`config.mk`:
```
export PLATFORM = sky130hd
export DESIGN_NAME = lif_neuron_multi
export DESIGN_NICKNAME = d
export VERILOG_FILES = /design/src/rtl/lif_neuron_multi.sv
export SDC_FILE = /design/constraint.sdc
export NUM_CORES = 1
export LEC_CHECK = 0
export CAP_MARGIN = 5
export CORE_AREA = 2 2 88 90
export DETAILED_ROUTE_END_ITERATION = 6
export DIE_AREA = 0 0 90 92
export GPL_TIMING_DRIVEN = 1
export PLACE_DENSITY = 0.83
export SLEW_MARGIN = 0
export SYNTH_ARGS = -nofsm -noshare
export SYNTH_HDL_FRONTEND = slang
export SYNTH_SLANG_ARGS = --single-unit
export TNS_END_PERCENT = 30
```
`constraint.sdc`:
```
create_clock -name clk -period 14.45 [get_ports clk]
set_clock_uncertainty 0.05 [all_clocks]
set_input_delay 2.1675 -clock clk [delete_from_list [all_inputs] [get_ports clk]]
set_output_delay 2.1675 -clock clk [all_outputs]
set_load 0.03 [all_outputs]
```
`src/rtl/lif_neuron_multi.sv`:
```
// Leaky integrate-and-fire neuron with N_IN weighted synapses and a small
// writable config bank (weights, threshold, leak, refractory period, control).
module lif_neuron_multi #(
    parameter int unsigned N_IN  = 4,
    parameter int unsigned V_W   = 8,
    parameter int unsigned W_W   = 4,
    parameter int unsigned REF_W = 4
) (
    input  logic             clk,
    input  logic             rst_n,
    input  logic             ena,
    input  logic [N_IN-1:0]  spike_in,
    input  logic             cfg_we,
    input  logic [3:0]       cfg_addr,
    input  logic [7:0]       cfg_data,
    output logic             spike_out,
    output logic             refractory,
    output logic [V_W-1:0]   v_mem,
    output logic [7:0]       spike_count
);

    localparam int unsigned S_W = V_W + 4;
    localparam logic [V_W-1:0] V_MAX = {V_W{1'b1}};
    localparam logic [3:0] ADDR_THRESH = 4'd8;
    localparam logic [3:0] ADDR_LEAK   = 4'd9;
    localparam logic [3:0] ADDR_REFRAC = 4'd10;
    localparam logic [3:0] ADDR_CTRL   = 4'd11;

    logic [V_W-1:0]   v_q, v_d;
    logic [REF_W-1:0] refr_q, refr_d;
    logic             spike_q, spike_d;
    logic [7:0]       cnt_q, cnt_d;
    logic [W_W-1:0]   weight_q [N_IN];
    logic [W_W-1:0]   weight_d [N_IN];
    logic [7:0]       thresh_q, thresh_d;
    logic [7:0]       leak_q, leak_d;
    logic [REF_W-1:0] refrac_q, refrac_d;
    logic             mode_q, mode_d;

    logic [S_W-1:0]   integ;
    logic [V_W-1:0]   leaked;
    logic [S_W-1:0]   vn_wide;
    logic [V_W-1:0]   vn;
    logic             fire;

    always_ff @(posedge clk) begin
        if (!rst_n) begin
            v_q      <= '0;
            refr_q   <= '0;
            spike_q  <= 1'b0;
            cnt_q    <= '0;
            thresh_q <= 8'd200;
            leak_q   <= 8'd1;
            refrac_q <= REF_W'(2);
            mode_q   <= 1'b0;
            for (int i = 0; i < int'(N_IN); i++) begin
                weight_q[i] <= W_W'(1);
            end
        end else begin
            v_q      <= v_d;
            refr_q   <= refr_d;
            spike_q  <= spike_d;
            cnt_q    <= cnt_d;
            thresh_q <= thresh_d;
            leak_q   <= leak_d;
            refrac_q <= refrac_d;
            mode_q   <= mode_d;
            weight_q <= weight_d;
        end
    end

    // Membrane datapath: leak first, then add synaptic input, then saturate.
    always_comb begin
        integ = '0;
        for (int i = 0; i < int'(N_IN); i++) begin
            if (spike_in[i]) begin
                integ = integ + S_W'(weight_q[i]);
            end
        end
        if (mode_q) begin
            leaked = v_q - (v_q >> leak_q[2:0]);
        end else if (v_q > V_W'(leak_q)) begin
            leaked = v_q - V_W'(leak_q);
        end else begin
            leaked = '0;
        end
        vn_wide = S_W'(leaked) + integ;
        vn      = (vn_wide > S_W'(V_MAX)) ? V_MAX : vn_wide[V_W-1:0];
        fire    = (vn >= V_W'(thresh_q));
    end

    // Next-state: neuron update, then config writes (clear strobe beats a fire).
    always_comb begin
        v_d      = v_q;
        refr_d   = refr_q;
        spike_d  = 1'b0;
        cnt_d    = cnt_q;
        thresh_d = thresh_q;
        leak_d   = leak_q;
        refrac_d = refrac_q;
        mode_d   = mode_q;
        weight_d = weight_q;

        if (ena) begin
            if (refr_q != '0) begin
                refr_d = refr_q - REF_W'(1);
                v_d    = '0;
            end else if (fire) begin
                spike_d = 1'b1;
                v_d     = '0;
                refr_d  = refrac_q;
                if (cnt_q != 8'hFF) begin
                    cnt_d = cnt_q + 8'd1;
                end
            end else begin
                v_d = vn;
            end
        end

        if (cfg_we) begin
            for (int i = 0; i < int'(N_IN); i++) begin
                if (cfg_addr == 4'(i)) begin
                    weight_d[i] = cfg_data[W_W-1:0];
                end
            end
            case (cfg_addr)
                ADDR_THRESH: thresh_d = cfg_data;
                ADDR_LEAK:   leak_d   = cfg_data;
                ADDR_REFRAC: refrac_d = cfg_data[REF_W-1:0];
                ADDR_CTRL: begin
                    mode_d = cfg_data[0];
                    if (cfg_data[1]) begin
                        cnt_d = '0;
                    end
                end
                default: ;
            endcase
        end
    end

    assign spike_out   = spike_q;
    assign refractory  = (refr_q != '0);
    assign v_mem       = v_q;
    assign spike_count = cnt_q;

endmodule
```
After elaboration in Yosys (flattened, before gate mapping):

Cells that the tools add are included.

* add/subtract/negate cells: 8
* magnitude comparators: 3
* eq/ne operators: 8
* shift-type cells: 1
* mux-type cells: 19
* bitwise operators: 2
* reduce and logical (&&, ||, !) cells: 13

Operators by type and width (count)
* $mux W8: 12
* $add A12 B4 Y12: 3
* $mux W12: 3
* $reduce_and A2 Y1: 9
* $eq A4 B4 Y1 const B: 4
* $sub A8 B8 Y8: 2
* $add A8 B12 Y12: 1
* $gt A12 B8 Y1 const B: 1
* $mux W4: 3
* $add A8 B1 Y8 const B: 1
* $eq A4 B2 Y1 const B: 2
* $ge A8 B8 Y1: 1
* $gt A8 B8 Y1: 1
* $ne A8 B8 Y1 const B: 1
* $shr A8 B3 Y8: 1
* $eq A4 B1 Y1 const B: 1
* $logic_not A4 Y1: 1
* $reduce_bool A4 Y1: 1
* $sub A4 B1 Y4 const B: 1
* $reduce_or A3 Y1: 1
* $not A1 Y1: 2
* $reduce_bool A2 Y1: 1
* $mux W1: 1

* register bits: 58
* bits of input ports: 20
* output and inout bits: 18
* logic and storage cells: 66

Logic depth before layout (Yosys ltp):

* word-level depth: 17
* depth in mapped cells: 31
* mapped depth without buffers: 30

Worst setup path after synthesis:

No wires, ideal clock.

* kind: input to register
* start: input port spike_in[0]
* end: register cnt_q[7], in the netlist spike_count[7]
* setup time: 0.091 ns
* arrival time: 7.663 ns
* required time: 14.309 ns
* setup slack: 6.646 ns
* stages on the path: 26
* path buffers: 0
* cell sequence: and2_1 > ha_1 > inv_1 > fa_1 > mux2i_1 > fa_1 > mux2i_1 > inv_1 > ha_1 > a21o_1 > a21oi_1 > nor2b_1 > o21ai_0 > mux2i_1 > ha_1 > o21ai_0 > inv_1 > a311o_1 > mux2_2 > ha_1 > nand2_1 > nor4_4 > a211oi_4 > nor4_1 > nor2_1 > a311oi_1

* longest elaborated chain between the ends: 17

RTL lines
* start, declared: RTL line 12 `input logic [N_IN-1:0] spike_in,`
* $mux W4 (*): RTL line 76 `if (spike_in[i]) begin`
* $add A12 B4 Y12: RTL line 77 `integ = integ + S_W'(weight_q[i]);`
* $mux W12 (*): RTL line 76
* $add A12 B4 Y12: RTL line 77
* $mux W12 (*): RTL line 76
* $add A12 B4 Y12: RTL line 77
* $mux W12 (*): RTL line 76
* $add A8 B12 Y12 (*): RTL line 87 `vn_wide = S_W'(leaked) + integ;`
* $gt A12 B8 Y1: RTL line 88 `vn = (vn_wide > S_W'(V_MAX)) ? V_MAX : vn_wide[V_W-1:0];`
* $mux W8 (*): RTL line 88
* $ge A8 B8 Y1 (*): RTL line 89 `fire = (vn >= V_W'(thresh_q));`
* $mux W8 (*): RTL line 108 `end else if (fire) begin`
* $mux W8 (*): RTL line 105 `if (refr_q != '0) begin`
* $mux W8 (*): RTL line 104 `if (ena) begin`
* $mux W8: RTL line 132 `if (cfg_data[1]) begin`
* $mux W8: RTL line 126 `case (cfg_addr)`
* $mux W8 (*): RTL line 120 `if (cfg_we) begin`
* end signal, assigned: RTL line 63 `cnt_q <= cnt_d;`
* end, declared: RTL line 32 `logic [7:0] cnt_q, cnt_d;`

Every way passes the cells marked *; elsewhere a longest branch is shown, timed or not.
A chain may end at the register's enable or synchronous reset.

Worst setup path in the final report:

* start: input port spike_in[0]
* end: register refr_q[2]

* longest elaborated chain between the ends: 13

RTL lines
* $mux W4 (*): RTL line 76
* $add A12 B4 Y12: RTL line 77
* $mux W12 (*): RTL line 76
* $add A12 B4 Y12: RTL line 77
* $mux W12 (*): RTL line 76
* $add A12 B4 Y12: RTL line 77
* $mux W12 (*): RTL line 76
* $add A8 B12 Y12 (*): RTL line 87
* $gt A12 B8 Y1: RTL line 88
* $mux W8 (*): RTL line 88
* $ge A8 B8 Y1 (*): RTL line 89
* $reduce_bool A2 Y1 (no line) (*)
* $reduce_and A2 Y1 (no line) (*)
* end signal, assigned: RTL line 61 `refr_q <= refr_d;`
* end, declared: RTL line 30 `logic [REF_W-1:0] refr_q, refr_d;`

Marks and branches as above.

==> impl_metrics.toml <==
[worst_setup_path]
startpoint = "spike_in[0]"
crit_type = "in2reg"
max_stage_delay_ns = 0.49
crit_fanout = 14
cpMostUsedCell = "ha_1"
critPathRequiredTime_ns = 14.64
cp-end-kind = "register"
cp.arrival_ns = 8.81
crit_slowest_cell = "clkdlybuf4s50_1"
start_kind = "input pin"
r2r-start = "weight_q[12]"

[placement]
port_buffers = 37
dp_slack_ns = 5.522
place_area_um2 = 4979
dp_hpwl_um = 8200
place_inst = 665
gp_congestion = 0.9255

[global_route]
grt_overflow = 0
grt_pass1_vias = 3833
grt_start_max_net_pins = 35
antenna_found_initial = 0
grtUsageMet3_pct = 4.273
grt_usage_pct = 26.75
grt_first_pass_wirelength_um = 17800
busiest_layer = "met2"
grtUsageMet1_pct = 34.41
grt_use_met2_pct = 43.67

[finish]
design_area_um2 = 5211
antennaDiodeCount = 0
drive_above_1_share_pct = 5.872
multi_input_area_um2 = 3162
fillCellCount = 618
instances_no_fill = 681
area_growth_pct = 14.64
finish.utilization_pct = 69.98
regArea_um2 = 1161
nets = 643

[sta]
period_share_pct = 59.65
finalSetupTns_ns = 0
setup_viol = 0
hold_viol = 0
slew_headroom_pct = 28.16
timing.final.ws_setup_ns = 5.830
rsz0062_at_grt = "false"
drv_slew = 0
fmaxAchievable_ghz = 0.1160
tightest_slew_ns = 1.069
period_needed_ns = 8.620

[synth]
yosys.area_share.simple_pct = 19.57
synth-seq-area-share_pct = 25.54
synth_compound_area_share_pct = 18.88
avgSynthCellArea_um2 = 8.371
synthArstFlopShare_pct = 0
synthMuxAreaShare_pct = 10.60
synthCells = 543
synth_edf_count = 0
yosysUniqueCellTypes = 58
syn_area_um2 = 4546
yosysWarnings = 0
synth_top_family_by_area = "simple AND/OR/NAND/NOR gates"
synth-xor-area-share_pct = 5.588
synthFlopType = "dfxtp_1"
synthAdderAreaFrac_pct = 14.92
synth_seq_cells = 58
synth_nets = 612

[clock_network]
cts_root_buf = "clkbuf_8"
cts_sinks = 58
post_cts_resize_count = 0
clkLatencyLatePin_ns = 0.35
cts_buffers = 9
cts_setup_buffers = 0
ctsHoldBuffers = 0
clockBufferDepth = 2
clk_pin_slew_ns = 0.07
tritoncts = "yes"
cts_max_level = 3

[detailed_routing]
wirelength_um = 10750
drt_iter0_drc = 238
drt-pass1-iter-count = 4
drc = 0
ant_nets = 0
vias_per_cell = 5.843
drt-wirelength-per-cell_um = 15.79
num_vias = 3979

[floorplanning]
die_h_um = 92
initial_core_util_pct = 61.04
rows = 32
core_um2 = 7447
fp.dieW_um = 90
design.die.area_um2 = 8280
ioPinCount = 38

[pwr]
peakVddDrop_mv = 0.1542
p_leak_nw = 2.172
power_density_nw_per_um2 = 232.7

[status]
status = "finished, final reports clean"

[worst_hold_path]
hp-class = "reg2reg"
min_from = "thresh_q[5]"

[flow_run]
cap_violations = 0
-- cells in the mapped netlist (all sizes together), types with 2 or more instances --
master	count	share of area [%]
a211o	2	0.41
a211oi	8	1.6
a21boi	8	1.3
a21o	11	1.8
a21oi	28	3.1
a311oi	2	0.39
a31oi	8	1.1
and2	5	0.69
and3	2	0.28
buf	2	0.36
clkbuf	17	1.4
dfxtp	58	26
fa	6	2.6
ha	43	12
inv	38	3.1
maj3	2	0.44
mux2	9	2.2
mux2i	38	8.4
nand2	59	4.9
nand2b	10	1.5
nand3	9	0.99
nand3b	6	0.99
nand4	5	0.69
nor2	27	2.2
nor2b	30	4.1
nor3	5	0.55
nor3b	4	0.77
nor4	4	0.88
o2111ai	2	0.39
o211ai	4	0.66
o21a	5	0.83
o21ai	28	3.1
o21bai	5	0.83
o22ai	8	1.1
o41ai	2	0.39
xnor2	20	3.9
xor2	9	1.7
-- final cells by class --
cell class                 instances  area share [%]
clock buffer                      10           2.449
clock inverter                     6           2.017
inverter                          38           2.737
multi-input combinational        428           60.67
sequential                        58           22.28
tap                              102           2.449
timing repair buffer              39           7.395
-- kinds of logic (layout without fill, tap and decap cells) --
family,Yosys count,after routing
AO/OA/AOI/OAI,130,130
XOR/XNOR,29,29
flip-flops,58,58
multiplexers,47,47
AND/OR/NAND/NOR,171,171
buffers and inverters,57,93
adder cells (fa/ha/maj),51,51
-- layer usage --
| metal | vias to the layer above | wire length, um | share of wire (%) |
|---|---|---|---|
| met1 | 1862 | 5011 | 47 |
| li1 | 1988 | - | - |
| met5 | - | 0 | 0 |
| met2 | 101 | 4951 | 46 |
| met4 | 0 | 358 | 3.3 |
| met3 | 28 | 431 | 4.0 |
-- final timing paths --
path            endpoint  slack [ns]  cells after the start
max            refr_q[2]        5.83                     31
min          thresh_q[5]        0.43                      2
max reg2reg    refr_q[2]        7.81                     30
min reg2reg  thresh_q[5]        0.43                      2
-- where the power goes --
part	internal [mW]	total [mW]	switching [mW]
logic	0.349	0.831	0.482
clock network	0.114	0.179	0.0655
registers	0.175	0.203	0.0273
total	0.638	1.21	0.574
-- state kept, by name, indices dropped and copies added (netlist names) --
name and count:
weight_q 16, leak_q 8, spike_count 8, thresh_q 8
v_mem 8, refr_q 4, refrac_q 4, mode_q 1
spike_out 1
-- through the flow --
step | total power [mW] | hold WS (ns)
finish | 1.213 | 0.4341
global route | 1.305 | 0.4518
CTS | 1.206 | 0.4310
detailed placement | 1.019 | 0.4171
global placement | 1.005 | 0.4058
floorplan | 0.8272 | 0.3865
-- cell usage in the layout (no fill, tap or decap), types with 2 or more instances in the layout --
cell type / count
xor2_1: 9
nand4_1: 5
clkbuf_8: 9
o22ai_1: 8
nand3_1: 9
ha_1: 43
o2111ai_1: 2
a21oi_1: 28
o21bai_1: 5
nor2b_1: 30
dfxtp_1: 58
nand2_1: 59
mux2i_1: 38
o21a_1: 5
a21o_1: 11
mux2_2: 9
maj3_1: 2
a311oi_1: 2
o21ai_0: 28
a31oi_1: 8
inv_1: 38
o41ai_1: 2
bufinv_16: 3
clkinv_2: 3
fa_1: 6
nand2b_1: 9
xnor2_1: 20
nor2_1: 27
buf_4: 2
and2_1: 5
o211ai_1: 4
a21boi_0: 7
clkdlybuf4s50_1: 37
and3_1: 2
nor3b_1: 3
a211oi_1: 7
nand3b_1: 6
nor4_1: 3
nor3_1: 5
-- critical path: cells and delay by family --
| kind | cells | cell delay, ns |
|---|---|---|
| AO/OA/AOI/OAI | 10 | 2.47 |
| XOR/XNOR | 4 | 0.73 |
| adder cells (fa/ha/maj) | 6 | 1.66 |
| buffers and inverters | 3 | 0.67 |
| AND/OR/NAND/NOR | 8 | 1.09 |
Power figures use the tool's default switching activity.
